`config.mk`:
```
export PLATFORM = sky130hd
export DESIGN_NAME = int_issue_queue_ooo
export DESIGN_NICKNAME = d
export VERILOG_FILES = /design/src/rtl/int_iq_pkg.sv /design/src/rtl/int_iq_oldest_select.sv /design/src/rtl/int_issue_queue_ooo.sv
export SDC_FILE = /design/constraint.sdc
export NUM_CORES = 2
export LEC_CHECK = 0
export CORE_MARGIN = 8
export CORE_UTILIZATION = 40
export CTS_CLUSTER_DIAMETER = 30
export DETAILED_ROUTE_END_ITERATION = 6
export SLEW_MARGIN = 20
export SYNTH_ARGS = -nofsm -noshare
export SYNTH_HDL_FRONTEND = slang
export SYNTH_SLANG_ARGS = --single-unit
```
`constraint.sdc`:
```
create_clock -name clk -period 5.1 [get_ports clk]
set_clock_uncertainty 0.05 [all_clocks]
set_input_delay 1.02 -clock clk [delete_from_list [all_inputs] [get_ports clk]]
set_output_delay 1.02 -clock clk [all_outputs]
set_load 0.02 [all_outputs]
```
`src/rtl/int_iq_pkg.sv`:
```
// Shared types and constants for the integer issue queue.
//   IQ_DATA_W / IQ_TAG_W : operand and physical-tag widths used by the entry
//                          record; the queue's DATA_W / TAG_W must match them.
//   alu_opcode_e         : integer ALU opcode encodings.
//   int_iq_entry_t       : one queue slot (valid, destination, opcode fields,
//                          two source operands with producer tag and ready bit).
package int_iq_pkg;

  localparam int unsigned IQ_DATA_W = 32;
  localparam int unsigned IQ_TAG_W  = 6;

  typedef enum logic [6:0] {
    OPC_OP_IMM = 7'b0010011,
    OPC_OP     = 7'b0110011,
    OPC_LUI    = 7'b0110111,
    OPC_AUIPC  = 7'b0010111
  } alu_opcode_e;

  typedef struct packed {
    logic                 valid;
    logic [IQ_TAG_W-1:0]  rd_tag;
    logic [6:0]           opcode;
    logic [2:0]           func3;
    logic [6:0]           func7;
    logic [IQ_DATA_W-1:0] rs_data;
    logic [IQ_TAG_W-1:0]  rs_tag;
    logic                 rs_val;
    logic [IQ_DATA_W-1:0] rt_data;
    logic [IQ_TAG_W-1:0]  rt_tag;
    logic                 rt_val;
  } int_iq_entry_t;

endpackage

```
`src/rtl/int_iq_oldest_select.sv`:
```
// Priority encoder picking the oldest ready entry.
//   ready : per-entry ready flags, bit 0 is the oldest entry
//   found : at least one ready bit is set
//   idx   : lowest set index (0 when nothing is ready)
module int_iq_oldest_select
  import int_iq_pkg::*;
#(
  parameter int unsigned DEPTH = 4
) (
  input  logic [DEPTH-1:0]         ready,
  output logic                     found,
  output logic [$clog2(DEPTH)-1:0] idx
);

  localparam int unsigned IDX_W = $clog2(DEPTH);

  // Scan from the top down so the lowest ready index is written last.
  always_comb begin
    found = 1'b0;
    idx   = '0;
    for (int unsigned i = DEPTH; i > 0; i--) begin
      if (ready[i-1]) begin
        found = 1'b1;
        idx   = IDX_W'(i - 1);
      end
    end
  end

endmodule

```
`src/rtl/int_issue_queue_ooo.sv`:
```
// Age-ordered integer issue queue with oldest-ready-first selection.
// Holds renamed instructions until both source operands are available, wakes
// operands from NUM_CDB broadcast ports, and issues one instruction per cycle.
// Ports:
//   clk, reset (sync, active-low), flush
//   dispatch_*   : valid/ready input handshake carrying a renamed instruction
//   cdb_valid/tag/data : packed broadcast ports, port p at [p*W +: W]
//   issue_*      : valid/ready output handshake; data outputs are 0 when idle
//   occupancy    : number of valid entries
// DATA_W and TAG_W must equal the package widths IQ_DATA_W and IQ_TAG_W.
module int_issue_queue_ooo
  import int_iq_pkg::*;
#(
  parameter int unsigned DEPTH   = 4,
  parameter int unsigned DATA_W  = IQ_DATA_W,
  parameter int unsigned TAG_W   = IQ_TAG_W,
  parameter int unsigned NUM_CDB = 2
) (
  input  logic                       clk,
  input  logic                       reset,
  input  logic                       flush,
  input  logic                       dispatch_valid,
  output logic                       dispatch_ready,
  input  logic [DATA_W-1:0]          dispatch_rs_data,
  input  logic [DATA_W-1:0]          dispatch_rt_data,
  input  logic [TAG_W-1:0]           dispatch_rs_tag,
  input  logic [TAG_W-1:0]           dispatch_rt_tag,
  input  logic                       dispatch_rs_val,
  input  logic                       dispatch_rt_val,
  input  logic [6:0]                 dispatch_opcode,
  input  logic [2:0]                 dispatch_func3,
  input  logic [6:0]                 dispatch_func7,
  input  logic [TAG_W-1:0]           dispatch_rd_tag,
  input  logic [NUM_CDB-1:0]         cdb_valid,
  input  logic [NUM_CDB*TAG_W-1:0]   cdb_tag,
  input  logic [NUM_CDB*DATA_W-1:0]  cdb_data,
  output logic                       issue_valid,
  input  logic                       issue_ready,
  output logic [DATA_W-1:0]          issue_rs_data,
  output logic [DATA_W-1:0]          issue_rt_data,
  output logic [TAG_W-1:0]           issue_rd_tag,
  output logic [6:0]                 issue_opcode,
  output logic [2:0]                 issue_funct3,
  output logic [6:0]                 issue_funct7,
  output logic [$clog2(DEPTH+1)-1:0] occupancy
);

  localparam int unsigned CNT_W = $clog2(DEPTH + 1);
  localparam int unsigned IDX_W = $clog2(DEPTH);

  int_iq_entry_t q       [DEPTH];
  int_iq_entry_t woken   [DEPTH];
  int_iq_entry_t shifted [DEPTH];
  int_iq_entry_t q_nxt   [DEPTH];
  int_iq_entry_t new_e;

  logic [CNT_W-1:0] count, count_nxt, ins_pos;
  logic [DEPTH-1:0] rdy;
  logic             sel_found;
  logic [IDX_W-1:0] sel_idx;
  logic             issue_fire, disp_fire;

  // Returns {val, data}; an operand already valid is never overwritten and
  // the lowest-numbered matching port supplies the data.
  function automatic logic [IQ_DATA_W:0] wake(
    input logic                      val,
    input logic [IQ_TAG_W-1:0]       tag,
    input logic [IQ_DATA_W-1:0]      data,
    input logic [NUM_CDB-1:0]        cv,
    input logic [NUM_CDB*TAG_W-1:0]  ct,
    input logic [NUM_CDB*DATA_W-1:0] cd
  );
    logic                 hit;
    logic [IQ_DATA_W-1:0] d;
    hit = val;
    d   = data;
    for (int unsigned p = 0; p < NUM_CDB; p++) begin
      if (!hit && cv[p] && (ct[p*TAG_W +: TAG_W] == tag)) begin
        hit = 1'b1;
        d   = cd[p*DATA_W +: DATA_W];
      end
    end
    return {hit, d};
  endfunction

  always_comb begin
    for (int unsigned i = 0; i < DEPTH; i++) begin
      rdy[i] = q[i].valid && q[i].rs_val && q[i].rt_val;
    end
  end

  int_iq_oldest_select #(.DEPTH(DEPTH)) u_sel (
    .ready (rdy),
    .found (sel_found),
    .idx   (sel_idx)
  );

  assign dispatch_ready = (count < CNT_W'(DEPTH)) && reset && !flush;
  assign issue_valid    = sel_found && reset;
  assign issue_fire     = issue_valid && issue_ready;
  assign disp_fire      = dispatch_valid && dispatch_ready;
  assign occupancy      = reset ? count : '0;

  assign issue_rs_data = issue_valid ? q[sel_idx].rs_data : '0;
  assign issue_rt_data = issue_valid ? q[sel_idx].rt_data : '0;
  assign issue_rd_tag  = issue_valid ? q[sel_idx].rd_tag  : '0;
  assign issue_opcode  = issue_valid ? q[sel_idx].opcode  : '0;
  assign issue_funct3  = issue_valid ? q[sel_idx].func3   : '0;
  assign issue_funct7  = issue_valid ? q[sel_idx].func7   : '0;

  // Wakeup is computed on the current slots first, then the collapse moves
  // the woken copy, so an entry shifting down keeps a capture from this cycle.
  always_comb begin
    for (int unsigned i = 0; i < DEPTH; i++) begin
      woken[i] = q[i];
      if (q[i].valid) begin
        {woken[i].rs_val, woken[i].rs_data} =
          wake(q[i].rs_val, q[i].rs_tag, q[i].rs_data, cdb_valid, cdb_tag, cdb_data);
        {woken[i].rt_val, woken[i].rt_data} =
          wake(q[i].rt_val, q[i].rt_tag, q[i].rt_data, cdb_valid, cdb_tag, cdb_data);
      end
    end

    for (int unsigned i = 0; i < DEPTH - 1; i++) begin
      shifted[i] = woken[i+1];
    end
    shifted[DEPTH-1] = '0;

    new_e        = '0;
    new_e.valid  = 1'b1;
    new_e.rd_tag = dispatch_rd_tag;
    new_e.opcode = dispatch_opcode;
    new_e.func3  = dispatch_func3;
    new_e.func7  = dispatch_func7;
    new_e.rs_tag = dispatch_rs_tag;
    new_e.rt_tag = dispatch_rt_tag;
    {new_e.rs_val, new_e.rs_data} =
      wake(dispatch_rs_val, dispatch_rs_tag, dispatch_rs_data, cdb_valid, cdb_tag, cdb_data);
    {new_e.rt_val, new_e.rt_data} =
      wake(dispatch_rt_val, dispatch_rt_tag, dispatch_rt_data, cdb_valid, cdb_tag, cdb_data);

    ins_pos = issue_fire ? (count - CNT_W'(1)) : count;

    for (int unsigned i = 0; i < DEPTH; i++) begin
      q_nxt[i] = woken[i];
      if (issue_fire && (i >= 32'(sel_idx))) begin
        q_nxt[i] = shifted[i];
      end
      if (disp_fire && (i == 32'(ins_pos))) begin
        q_nxt[i] = new_e;
      end
    end

    case ({disp_fire, issue_fire})
      2'b10:   count_nxt = count + CNT_W'(1);
      2'b01:   count_nxt = count - CNT_W'(1);
      default: count_nxt = count;
    endcase
  end

  always_ff @(posedge clk) begin
    if (!reset || flush) begin
      count <= '0;
      for (int unsigned i = 0; i < DEPTH; i++) begin
        q[i] <= '0;
      end
    end else begin
      count <= count_nxt;
      for (int unsigned i = 0; i < DEPTH; i++) begin
        q[i] <= q_nxt[i];
      end
    end
  end

endmodule

```
==> flow_summary_export.csv <==
group,metric,value,unit
run_status,status,"finished, violations left",
run_status,violations,"DRC",
yosys,synthesis.instances,3625,
yosys,synth_top_area_share,29.02,%
finish,area_growth,28.08,%
timing,fin_crit,5.015,ns
timing,fin_crit_sh,98.34,%
yosys,synth_nets,3812,
grt,grt_max_degree,123,
yosys,synth_ff_type,"dfxtp_1",
yosys,synthesis.area,28360,um2
placement,port_buffers,275,
clocking,ctsLongestPathBuffers,3,
routing,ant_nets,0,
routing,vias,31580,
routing,remaining_drc_errors,1,
power_and_ir_drop,ir_worst_vdd,318.6,uV
grt,use_met3,10.32,%
timing,hold_viol_final,0,
timing,fmax,199.4,MHz
floorplanning,fp.dieH,282.3,um
timing,slew_viol_final,0,
clocking,clock-root-buffer,"clkbuf_16",
floorplanning,die_area,79670,um2
routing,wire_per_inst,28.80,um
power_and_ir_drop,power.leakage,0.01236,uW
clocking,tritoncts,"done",
critical_path,cpMaxStageDelayCell,"mux4_2",
finish,utilization,51.77,%
clocking,clock_latency,0.70,ns
timing,hold_ws,0.4178,ns
finish,nFillCells,6676,
clocking,clkTransAtPathRegs,0.05,ns
clocking,cts_resized,0,
placement,hpwl,84320,um
routing,via_per_inst,6.642,
timing,setup_viol,0,
placement,place_congestion,0.9419,
timing,worst-slew-pin-transition,1.148,ns
routing,drt-total-wl,136900,um
yosys,ys_top_cells_by_area,"dfxtp_1, mux4_2, nand2_1",
routing,drt_first_pass_iters,7,
clocking,post_cts_buffers,0,
floorplanning,core_area,70150,um2
finish,drive_above_1_share,13.70,%
yosys,synth_cell_types,62,
yosys,avgSynthCellArea,7.822,um2
critical_path,cp.arrival,3.95,ns
timing,rsz0062_at_grt,"no",
timing,relSlewSlack,23.49,%
finish,nets,3896,
floorplanning,start_util,40.42,%
critical_path,timing_worst_setup_path_type,"register to output port",
yosys,synth_most_common_cell,"nand2_1",
yosys,async_flop_share,0,%
yosys,netlist_top_cells_count,"nand2_1, dfxtp_1, clkbuf_1",
yosys,synth_edf_count,0,
clocking,cts_inserted_buffers,116,
run,max_cap_violations,0,
routing,drt_iter0_markers,4599,
floorplanning,die_width,282.3,um
yosys,synth_area_leader_cell,"dfxtp_1",
critical_path,max_stage_delay,0.67,ns
critical_path,worstPathRequired,4.03,ns
grt,grt_util_all_layers,32.77,%
critical_path,worstPathCellList,"and3_1 > a21oi_1 > nor2_4 > buf_12 > mux4_2 > nor2b_1 > clkdlybuf4s50_1",
clocking,ctsHtreeMaxLevel,3,
grt,grt_pass1_vias,30930,
critical_path,cp-start-kind,"register",
yosys,synth_seq_area_share,29.02,%
grt,met1_usage,41.20,%
critical_path,cp_max_fo,28,
floorplanning,pin_count,276,
yosys,yosysWarnings,0,
clocking,cts_hold_buf,0,
floorplanning,num_rows,97,
power_and_ir_drop,power_density,333.7,nW/um2
yosys,ys_ff_latch,411,
grt,grt-ovfl-total,0,
critical_path,crit_family,"simple AND/OR/NAND/NOR gates",
grt,grt_antenna_before_repair,12,
hold_path,worstHoldPathType,"register to register",
critical_path,crit_buf_inv,2,
grt,use_met2,49.78,%
grt,busiest_layer,"met2",
timing,tns,0,ns
grt,grt_pass1_wl,199800,um
clocking,clock-sinks,411,
critical_path,crit_path_end_kind,"output port",
## worst register-to-register path, cell delays in order (launching register included)
cell and delay, ns:
dfxtp_1 0.69, inv_1 0.27, ha_1 0.42, nor3b_1 0.57
and2_1 0.29, o21a_1 0.15, buf_4 0.54, a21oi_1 0.15
a21oi_1 0.18
## worst paths after layout
check,startpoint,to,slack [ns],cells past startpoint
worst min register to register,q[2][87]$_SDFFE_PP0P_,q[1][87]$_SDFFE_PP0P_,0.42,2
worst max register to register,count[0]$_SDFFE_PP0P_,q[1][71]$_SDFF_PP0_,1.72,8
worst min-delay path,q[2][87]$_SDFFE_PP0P_,q[1][87]$_SDFFE_PP0P_,0.42,2
worst max-delay path,q[3][0]$_SDFF_PP0_,issue_rs_data[0],0.08,7
## state kept, by name, summed over array words and instances (netlist names)
signal,flops
count,3
q,408
## cells by family (layout without fill, tap and decap cells)
group	count (synthesis)	after routing	synth area share [%]
simple gates	1286	1286	21.90
compound gates	1144	1144	27.37
buf+inv	451	635	6.354
flops	411	411	29.02
mux	208	208	11.45
xor+xnor	122	122	3.768
fa+ha+maj	3	3	0.1324
other cells	0	5	0
## where the power goes
part	leakage [uW]	internal (uW)	switching, uW
Combinational	0.00693	318	509
Sequential	0.00332	3240	16.0
Clock	0.00211	5620	2410
## routing by layer
| layer | wire [um] | share of wire, % |
|---|---|---|
| met1 | 51910 | 38 |
| met2 | 59470 | 43 |
| met3 | 17330 | 13 |
| met4 | 8136 | 5.9 |
| met5 | 69 | 0.050 |
## cells in the final DEF, fill, tap and decap left out, types with 89 or more instances in the layout
cell type and instances:
nor2b_1 98, and3_1 92, a31oi_1 89, clkbuf_16 116
nand2_1 440, clkdlybuf4s50_1 275, nand3_1 155, nor2_1 227
xnor2_1 89, dfxtp_1 408, and2_1 128, o21ai_0 195
buf_4 101, a311oi_1 105, a211o_1 112, a21oi_1 273
## final cells by class
| type | count | area, um2 | area share (%) |
|---|---|---|---|
| clock inverter | 66 | 1101 | 3.032 |
| timing repair buffer | 395 | 3891 | 10.71 |
| inverter | 22 | 82.58 | 0.2274 |
| tap | 940 | 1176 | 3.238 |
| multi-input combinational | 2763 | 18570 | 51.13 |
| clock buffer | 152 | 3248 | 8.943 |
| sequential | 411 | 8237 | 22.68 |
| antenna | 5 | 12.51 | 0.03445 |
## metrics by stage
| stage | worst slack, ns | total power, uW | area (um2) | std cells |
|---|---|---|---|---|
| after floorplan | 1.610 | 3711 | 28360 | 3625 |
| after global placement | 0.7946 | 4110 | 31960 | 4531 |
| after detailed placement | 0.7020 | 4110 | 31960 | 4531 |
| after CTS | 0.1646 | 12110 | 36310 | 4749 |
| after global routing | 0.03714 | 12350 | 36310 | 4750 |
| final | 0.08469 | 12120 | 36320 | 4754 |
No activity file was read; power rests on OpenSTA's default activity.
